$ cat config.mk
export PLATFORM = sky130hd
export DESIGN_NAME = l2_req_arbiter
export DESIGN_NICKNAME = d
export VERILOG_FILES = /design/src/rtl/l2arb_pkg.sv /design/src/rtl/l2_arb_starve_ctr.sv /design/src/rtl/l2_req_arbiter.sv
export SDC_FILE = /design/constraint.sdc
export NUM_CORES = 1
export LEC_CHECK = 0
export CORE_AREA = 2 2 222 224
export DETAILED_ROUTE_END_ITERATION = 16
export DIE_AREA = 0 0 224 226
export SLEW_MARGIN = 20
export SYNTH_ARGS = -nofsm -noshare
export SYNTH_HDL_FRONTEND = slang
export SYNTH_SLANG_ARGS = --single-unit
export TNS_END_PERCENT = 20
$ cat constraint.sdc
create_clock -name clk -period 2.4 [get_ports clk]
set_input_delay 0.48 -clock clk [delete_from_list [all_inputs] [get_ports clk]]
set_output_delay 0.48 -clock clk [all_outputs]
set_load 0.01 [all_outputs]
$ cat src/rtl/l2arb_pkg.sv
// Shared types for the L2 request arbiter: FSM states, owner and request-source
// codes, and the bundle of request fields registered at grant time.
package l2arb_pkg;

  typedef enum logic [1:0] {
    IDLE = 2'd0,
    REQ  = 2'd1,
    WAIT = 2'd2
  } state_e;

  typedef enum logic {
    OWN_I = 1'b0,
    OWN_D = 1'b1
  } owner_e;

  typedef enum logic [1:0] {
    FROM_NONE = 2'd0,
    FROM_I    = 2'd1,
    FROM_DR   = 2'd2,
    FROM_DW   = 2'd3
  } from_e;

  typedef struct packed {
    logic [31:0] addr;
    logic [31:0] din;
    logic        wr;
    logic [3:0]  wstrb;
    logic [1:0]  size;
    logic        suc;
    from_e       from;
  } l2_fields_t;

  localparam logic [1:0] ICACHE_SIZE = 2'd2;

endpackage

$ cat src/rtl/l2_arb_starve_ctr.sv
// Saturating count of dcache grants taken while icache waits; raises override
// once the count reaches STARVE_LIMIT so the next contested grant goes to icache.
module l2_arb_starve_ctr #(
  parameter int STARVE_LIMIT = 4,
  parameter int CNT_WIDTH    = 3
) (
  input  logic clk,
  input  logic rstn,
  input  logic in_idle,
  input  logic icache_req,
  input  logic grant_i,
  input  logic grant_d,
  output logic override
);

  localparam logic [CNT_WIDTH-1:0] LIMIT = CNT_WIDTH'(STARVE_LIMIT);

  logic [CNT_WIDTH-1:0] cnt_q, cnt_d;

  always_comb begin
    cnt_d = cnt_q;
    if (grant_i || (in_idle && !icache_req)) begin
      cnt_d = '0;
    end else if (grant_d && icache_req && (cnt_q != LIMIT)) begin
      cnt_d = cnt_q + 1'b1;
    end
  end

  always_ff @(posedge clk) begin
    if (!rstn) begin
      cnt_q <= '0;
    end else begin
      cnt_q <= cnt_d;
    end
  end

  assign override = (cnt_q == LIMIT);

endmodule

$ cat src/rtl/l2_req_arbiter.sv
// Shares the L2's single L1-facing request port between icache and dcache.
// Define L2ARB_STARVE_GUARD_EN to bound icache starvation under dcache traffic.
module l2_req_arbiter
  import l2arb_pkg::*;
#(
  parameter int L1_OFFSET_WIDTH = 2,
  parameter int STARVE_LIMIT    = 4,
  parameter int CNT_WIDTH       = 3
) (
  input  logic                                  clk,
  input  logic                                  rstn,
  input  logic                                  icache_arb_req,
  input  logic [31:0]                           addr_icache_arb,
  input  logic                                  icache_arb_SUC,
  output logic                                  arb_icache_addrOK,
  output logic                                  arb_icache_dataOK,
  output logic [32*(1<<L1_OFFSET_WIDTH)-1:0]    dout_arb_icache,
  input  logic                                  dcache_arb_req,
  input  logic                                  dcache_arb_wr,
  input  logic [31:0]                           addr_dcache_arb,
  input  logic [31:0]                           din_dcache_arb,
  input  logic [3:0]                            dcache_arb_wstrb,
  input  logic [1:0]                            dcache_arb_size,
  input  logic                                  dcache_arb_SUC,
  output logic                                  arb_dcache_addrOK,
  output logic                                  arb_dcache_dataOK,
  output logic [32*(1<<L1_OFFSET_WIDTH)-1:0]    dout_arb_dcache,
  output logic                                  arb_l2_req,
  output logic                                  arb_l2_wr,
  output logic                                  arb_l2_SUC,
  output logic [31:0]                           addr_arb_l2,
  output logic [31:0]                           din_arb_l2,
  output logic [3:0]                            arb_l2_wstrb,
  output logic [1:0]                            arb_l2_size,
  output logic [1:0]                            arb_l2_from,
  input  logic                                  l2_arb_addrOK,
  input  logic                                  l2_arb_dataOK,
  input  logic [32*(1<<L1_OFFSET_WIDTH)-1:0]    dout_l2_arb,
  output logic                                  arb_busy
);

  state_e     state_q, state_d;
  owner_e     owner_q, owner_d;
  l2_fields_t fields_q, fields_d;

  logic in_idle;
  logic grant_i;
  logic grant_d;
  logic done;
  logic starve_override;

`ifdef L2ARB_STARVE_GUARD_EN
  l2_arb_starve_ctr #(
    .STARVE_LIMIT (STARVE_LIMIT),
    .CNT_WIDTH    (CNT_WIDTH)
  ) u_starve_ctr (
    .clk        (clk),
    .rstn       (rstn),
    .in_idle    (in_idle),
    .icache_req (icache_arb_req),
    .grant_i    (grant_i),
    .grant_d    (grant_d),
    .override   (starve_override)
  );
`else
  logic unused_cfg;
  assign unused_cfg      = (STARVE_LIMIT == CNT_WIDTH);
  assign starve_override = 1'b0;
`endif

  // Grants and completions are qualified by rstn so a reset cycle never
  // emits a handshake, even though the state register only clears at the edge.
  always_comb begin
    in_idle = (state_q == IDLE);
    grant_d = rstn && in_idle && dcache_arb_req &&
              !(starve_override && icache_arb_req);
    grant_i = rstn && in_idle && icache_arb_req && !grant_d;
    done    = rstn && (((state_q == REQ) && l2_arb_addrOK && l2_arb_dataOK) ||
                       ((state_q == WAIT) && l2_arb_dataOK));
  end

  // NOTE: every variable gets a default before the case so no path leaves it
  // unassigned; otherwise synthesis infers a latch to hold the old value.
  always_comb begin
    state_d  = state_q;
    owner_d  = owner_q;
    fields_d = fields_q;
    unique case (state_q)
      IDLE: begin
        if (grant_d) begin
          owner_d        = OWN_D;
          fields_d.addr  = addr_dcache_arb;
          fields_d.din   = din_dcache_arb;
          fields_d.wr    = dcache_arb_wr;
          fields_d.wstrb = dcache_arb_wstrb;
          fields_d.size  = dcache_arb_size;
          fields_d.suc   = dcache_arb_SUC;
          fields_d.from  = dcache_arb_wr ? FROM_DW : FROM_DR;
          state_d        = REQ;
        end else if (grant_i) begin
          owner_d        = OWN_I;
          fields_d.addr  = addr_icache_arb;
          fields_d.din   = '0;
          fields_d.wr    = 1'b0;
          fields_d.wstrb = '0;
          fields_d.size  = ICACHE_SIZE;
          fields_d.suc   = icache_arb_SUC;
          fields_d.from  = FROM_I;
          state_d        = REQ;
        end
      end
      REQ: begin
        if (l2_arb_addrOK) begin
          state_d = l2_arb_dataOK ? IDLE : WAIT;
        end
      end
      WAIT: begin
        if (l2_arb_dataOK) begin
          state_d = IDLE;
        end
      end
      default: state_d = IDLE;
    endcase
  end

  // NOTE: sequential state uses non-blocking assignments so every flop samples
  // pre-edge values; blocking here would create order-dependent races.
  always_ff @(posedge clk) begin
    if (!rstn) begin
      state_q  <= IDLE;
      owner_q  <= OWN_I;
      fields_q <= '0;
    end else begin
      state_q  <= state_d;
      owner_q  <= owner_d;
      fields_q <= fields_d;
    end
  end

  always_comb begin
    arb_icache_addrOK = grant_i;
    arb_dcache_addrOK = grant_d;
    arb_icache_dataOK = done && (owner_q == OWN_I);
    arb_dcache_dataOK = done && (owner_q == OWN_D);
    dout_arb_icache   = arb_icache_dataOK ? dout_l2_arb : '0;
    dout_arb_dcache   = arb_dcache_dataOK ? dout_l2_arb : '0;
    arb_l2_req        = rstn && (state_q == REQ);
    arb_l2_wr         = fields_q.wr;
    arb_l2_SUC        = fields_q.suc;
    addr_arb_l2       = fields_q.addr;
    din_arb_l2        = fields_q.din;
    arb_l2_wstrb      = fields_q.wstrb;
    arb_l2_size       = fields_q.size;
    arb_l2_from       = fields_q.from;
    arb_busy          = (state_q != IDLE);
  end

endmodule

After elaboration in Yosys (flattened, before gate mapping)
Index checks and enable logic that the tools add are counted.
Widths: inputs -> output; s select.
{"block": "word_totals", "memories": 0, "regBits": 77, "out_inout_bits": 336, "in_bits": 239, "word_cells": 46, "mem_bits_rw": 0, "romBits": 0, "latch_bits": 0}
{"block": "op_classes", "addsub": 0, "n_lt_le_gt_ge": 0, "muxes": 13, "eq_ne": 5, "div_mod_pow": 0, "shifts": 0, "bitwise_logic": 1, "reduce_logical": 18, "n_mul": 0}
{"op": "$mux 128", "n": 2}
{"op": "$mux 74", "n": 2}
{"op": "$logic_and 1x1->1", "n": 11}
{"op": "$mux 2", "n": 5}
{"op": "$pmux 2 s3", "n": 1}
{"op": "$ne 2x2->1 const B", "n": 2}
{"op": "$reduce_bool 2->1", "n": 2}
{"op": "$mux 1", "n": 3}
{"op": "$ne 3x3->1 const B", "n": 1}
{"op": "$reduce_and 3->1", "n": 1}
{"op": "$eq 2x1->1 const B", "n": 1}
{"op": "$eq 2x2->1 const B", "n": 1}
{"op": "$logic_not 2->1", "n": 1}
{"op": "$reduce_and 2->1", "n": 1}
{"op": "$logic_not 1->1", "n": 1}
{"op": "$logic_or 1x1->1", "n": 1}
{"op": "$not 1->1", "n": 1}

Logic depth before layout (Yosys ltp)
{"block": "logic_depth", "depth_word": 8, "mapped_depth": 6, "depth_no_buf": 4}

Worst setup path before layout
Ideal clock, no wire load.
{"block": "synth_path", "kind": "in2out", "startpoint": "in dcache_arb_req", "endpoint": "out arb_icache_addrOK", "setup_slack_ns": 0.528, "t_arrival_ns": 1.392, "n_path_buf": 2, "cell_stages": 4, "cell_sequence": "or4b_1 buf_2 buf_6 nor2_1"}
{"block": "synth_via", "elab_chain_len": 3}
{"element": "from (decl)", "line_no": "l2_req_arbiter.sv:18", "text": "input logic dcache_arb_req,"}
{"element": "$logic_and 1x1->1", "line_no": "l2_req_arbiter.sv:75", "text": "grant_d = rstn && in_idle && dcache_arb_req &&"}
{"element": "$logic_not 1->1", "line_no": "l2_req_arbiter.sv:77", "text": "grant_i = rstn && in_idle && icache_arb_req && !grant_d;"}
{"element": "$logic_and 1x1->1", "line_no": "l2_req_arbiter.sv:77"}
{"element": "to (decl)", "line_no": "l2_req_arbiter.sv:15", "text": "output logic arb_icache_addrOK,"}
No other way between the ends.

Final worst setup path
{"block": "layout_path", "startpoint": "reg state_q[1]", "endpoint": "out dout_arb_icache[97]"}
{"block": "layout_via", "elab_chain_len": 7, "elab_cells_between_ends": 9, "cone_classes": "2 x eq/ne; 1 x mux; 6 x reduce/logical"}
{"element": "from (decl)", "line_no": "l2_req_arbiter.sv:42", "text": "state_e state_q, state_d;"}
{"element": "from (signal assigned)", "line_no": "l2_req_arbiter.sv:134", "text": "state_q <= state_d;"}
{"element": "$eq 2x1->1", "line_no": "l2_req_arbiter.sv:78", "text": "done = rstn && (((state_q == REQ) && l2_arb_addrOK && l2_arb_dataOK) ||"}
{"element": "$logic_and 1x1->1 (2 in a row)", "line_no": "l2_req_arbiter.sv:78"}
{"element": "$logic_or 1x1->1 *", "line_no": "l2_req_arbiter.sv:78"}
{"element": "$logic_and 1x1->1 *", "line_no": "l2_req_arbiter.sv:78"}
{"element": "$logic_and 1x1->1 *", "line_no": "l2_req_arbiter.sv:143", "text": "arb_icache_dataOK = done && (owner_q == OWN_I);"}
{"element": "$mux 128 *", "line_no": "l2_req_arbiter.sv:145", "text": "dout_arb_icache = arb_icache_dataOK ? dout_l2_arb : '0;"}
{"element": "to (decl)", "line_no": "l2_req_arbiter.sv:17", "text": "output logic [32*(1<<L1_OFFSET_WIDTH)-1:0] dout_arb_icache,"}
Every way passes the cells marked *; elsewhere a longest branch is shown, timed or not.

==> flow_summary.json <==
{
  "status": "finished with violations",
  "violations": "negative setup slack",
  "numCtsBuffers": 9,
  "worstHoldStart": "l2_arb_dataOK",
  "dieArea_um2": 50600,
  "cts_tree": "done",
  "hold_class": "input port to flop",
  "dp_slack_ps": -739,
  "gp_congestion": 0.805,
  "min_path_cells": 2,
  "place_area_um2": 11200,
  "tightest_slew_ps": 496,
  "worstReg2RegStart": "state_q[1]$_SDFFE_PN0P_",
  "rows": 81,
  "crit_arrival_ps": 2150,
  "synth.most_common_cell": "and2_1",
  "cts-htree-levels": 3,
  "synth-seq-area-share_pct": 33.4,
  "p_leak_nw": 5.60,
  "slew_headroom_pct": 67.0,
  "synth_top_flop_cell": "dfxtp_1",
  "multi_input_area_um2": 3030,
  "io_buffer_count": 574,
  "synthArstFlopShare_pct": 0,
  "fin_crit_sh_pct": 110,
  "clock_sinks": 76,
  "cts.path.max_buffers": 2,
  "die_w_um": 224,
  "drtPass1Iterations": 4,
  "powerDensity_nw_per_um2": 353,
  "clock_skew_ps": 9.27,
  "ys_ff_latch": 76,
  "drive_gt1_share_pct": 38.8,
  "vias": 6862,
  "drv_cap": 0,
  "root_buffer": "clkbuf_16",
  "grt_pass1_vias": 6583,
  "seqCellArea_um2": 1530,
  "hold_ws_ps": 445,
  "timing.rr.end": "addr_arb_l2[27]$_SDFFE_PN0P_",
  "syn_area_um2": 4560,
  "postSynthAreaPerCell_um2": 8.04,
  "synthTopCellsByArea": "dfxtp_1 33%, and2_1 18%, and3_1 18%, a22o_1 7.1%, o22ai_1 4.4%",
  "worst_skew_pair.late_latency_ps": 370,
  "grt_overflow": 0,
  "synth_fp_nets": 806,
  "start_util_pct": 9.43,
  "grt_usage_pct": 12.0,
  "final_core_util_pct": 24.8,
  "synthTopCellsByCount": "131 x and2_1, 128 x and3_1, 76 x dfxtp_1, 37 x a22o_1, 35 x a21oi_1",
  "yosysTopAreaCell": "dfxtp_1",
  "routed_wl_mm": 33.9,
  "endpoint_kind": "output port",
  "design_area_um2": 12000,
  "post-dp-hpwl_mm": 25.8,
  "via_per_inst": 3.81,
  "fmax_mhz": 380,
  "cp_max_fo": 5,
  "clkTransAtPathRegs_ps": 70,
  "slew_violations": 0,
  "fin_total_pwr_mw": 4.23,
  "synth_edf_count": 0,
  "synthCells": 567,
  "remaining_drc_errors": 0,
  "post_drt_wl_per_cell_um": 18.8,
  "synth_top_area_share_pct": 33.4,
  "n_fill_cell": 5328,
  "grt_pass1_wl_mm": 43.9,
  "hold_viol": 0,
  "drtAntennaViolNets": 0,
  "area_growth_syn_to_layout_pct": 163,
  "ir_drop_uv": 417,
  "finalSetupViolations": 238,
  "synth_cell_types": 31,
  "nNetsFinal": 1408,
  "rsz0062_at_grt": "true",
  "period_needed_ps": 2630,
  "die_h_um": 226,
  "r2r_slack_ps": 620,
  "r2r_cells": 5,
  "yosysWarnings": 0,
  "core_um2": 48300,
  "cp.required_ps": 1920,
  "grt_start_max_net_pins": 94,
  "setup_ws_ps": -230,
  "antenna_found_initial": 17,
  "min_to": "state_q[1]$_SDFFE_PN0P_",
  "worstSetupPathType": "flop to output port",
  "setup.worst_path.start_class": "flop",
  "io_pins": 575,
  "drt_iter0_markers": 261
}
## metal layers
layer / wire, um / vias up / GRT usage (%) / share of wire (%)
met5: 100 / - / 0 / 0.29
met4: 740 / 14 / 4.34 / 2.2
met1: 12600 / 3166 / 12.5 / 37
met3: 3850 / 52 / 6.26 / 11
met2: 16700 / 384 / 20.5 / 49
li1: - / 3246 / - / -
## power by group
group | internal [mW] | switching [mW] | total (mW)
clock | 0.748 | 0.628 | 1.38
sequential | 1.37 | 0.0594 | 1.43
combinational | 0.838 | 0.580 | 1.42
## logic make-up after synthesis
| kind of cell | synth area share, % |
|---|---|
| buffers and inverters | 8.02 |
| AND/OR/NAND/NOR | 41.1 |
| flip-flops | 33.4 |
| AO/OA/AOI/OAI | 17.5 |
## timing repair
action	CTS	global route
hold buffers	0	0
pin swaps	7	10
buffers inserted	23	16
resized for setup	503	665
cloned	6	8
setup endpoints to repair	260	260
hold endpoints to repair	0	0
## worst max path at each step
| stage | startpoint | cells after the start | end | slack, ps |
|---|---|---|---|---|
| 2_1_floorplan | dcache_arb_req | 4 | arb_icache_addrOK | 530 |
| 3_3_place_gp | l2_arb_addrOK | 7 | dout_arb_dcache[4] | -710 |
| 4_1_cts | state_q[1]$_SDFFE_PN0P_ | 7 | dout_arb_dcache[124] | -560 |
| 5_1_grt | state_q[1]$_SDFFE_PN0P_ | 10 | dout_arb_icache[97] | -320 |
| 6_report | state_q[1]$_SDFFE_PN0P_ | 10 | dout_arb_icache[97] | -230 |
| 3_5_place_dp | l2_arb_addrOK | 7 | dout_arb_icache[15] | -740 |
## cell type report
| type | instances | area share, % |
|---|---|---|
| flip-flops and latches | 76 | 12.8 |
| clock buffers | 10 | 2.00 |
| inverters | 3 | 0.0941 |
| clock inverters | 6 | 0.450 |
| well taps | 622 | 6.50 |
| diodes | 7 | 0.146 |
| repair buffers | 660 | 52.7 |
| multi-input cells | 419 | 25.3 |
## registers in the layout, indices dropped and copies added (netlist names), 2 cells and up
signal and cells:
addr_arb_l2 32, din_arb_l2 32, arb_l2_wstrb 4, arb_l2_size 2
state_q 2
## through the flow
stage                     instances  setup TNS, ps
final                          1803         -24120
after CTS                      1782         -84710
after detailed placement       1737        -167090
after global placement         1737        -159670
after floorplan                 567              0
after global routing           1799         -47640
## worst max-delay path, cell delays in order (launching register included)
cell      delay, ps
dfxtp_2         320
nand3b_1        230
a211oi_4        310
buf_12          140
buf_16          120
buf_8           110
buf_8           100
buf_8           100
buf_6           110
and2_4          140
buf_6           100
## cell usage in the layout, fill, tap and decap left out, types with 35 or more instances in the layout
| cell type | n |
|---|---|
| clkdlybuf4s50_1 | 310 |
| buf_2 | 147 |
| buf_6 | 110 |
| and2_1 | 93 |
| and3_1 | 82 |
| dfxtp_1 | 73 |
| and3_4 | 46 |
| and2_4 | 38 |
| a22o_1 | 37 |
| buf_4 | 35 |
(Power assumes the default switching activity.)
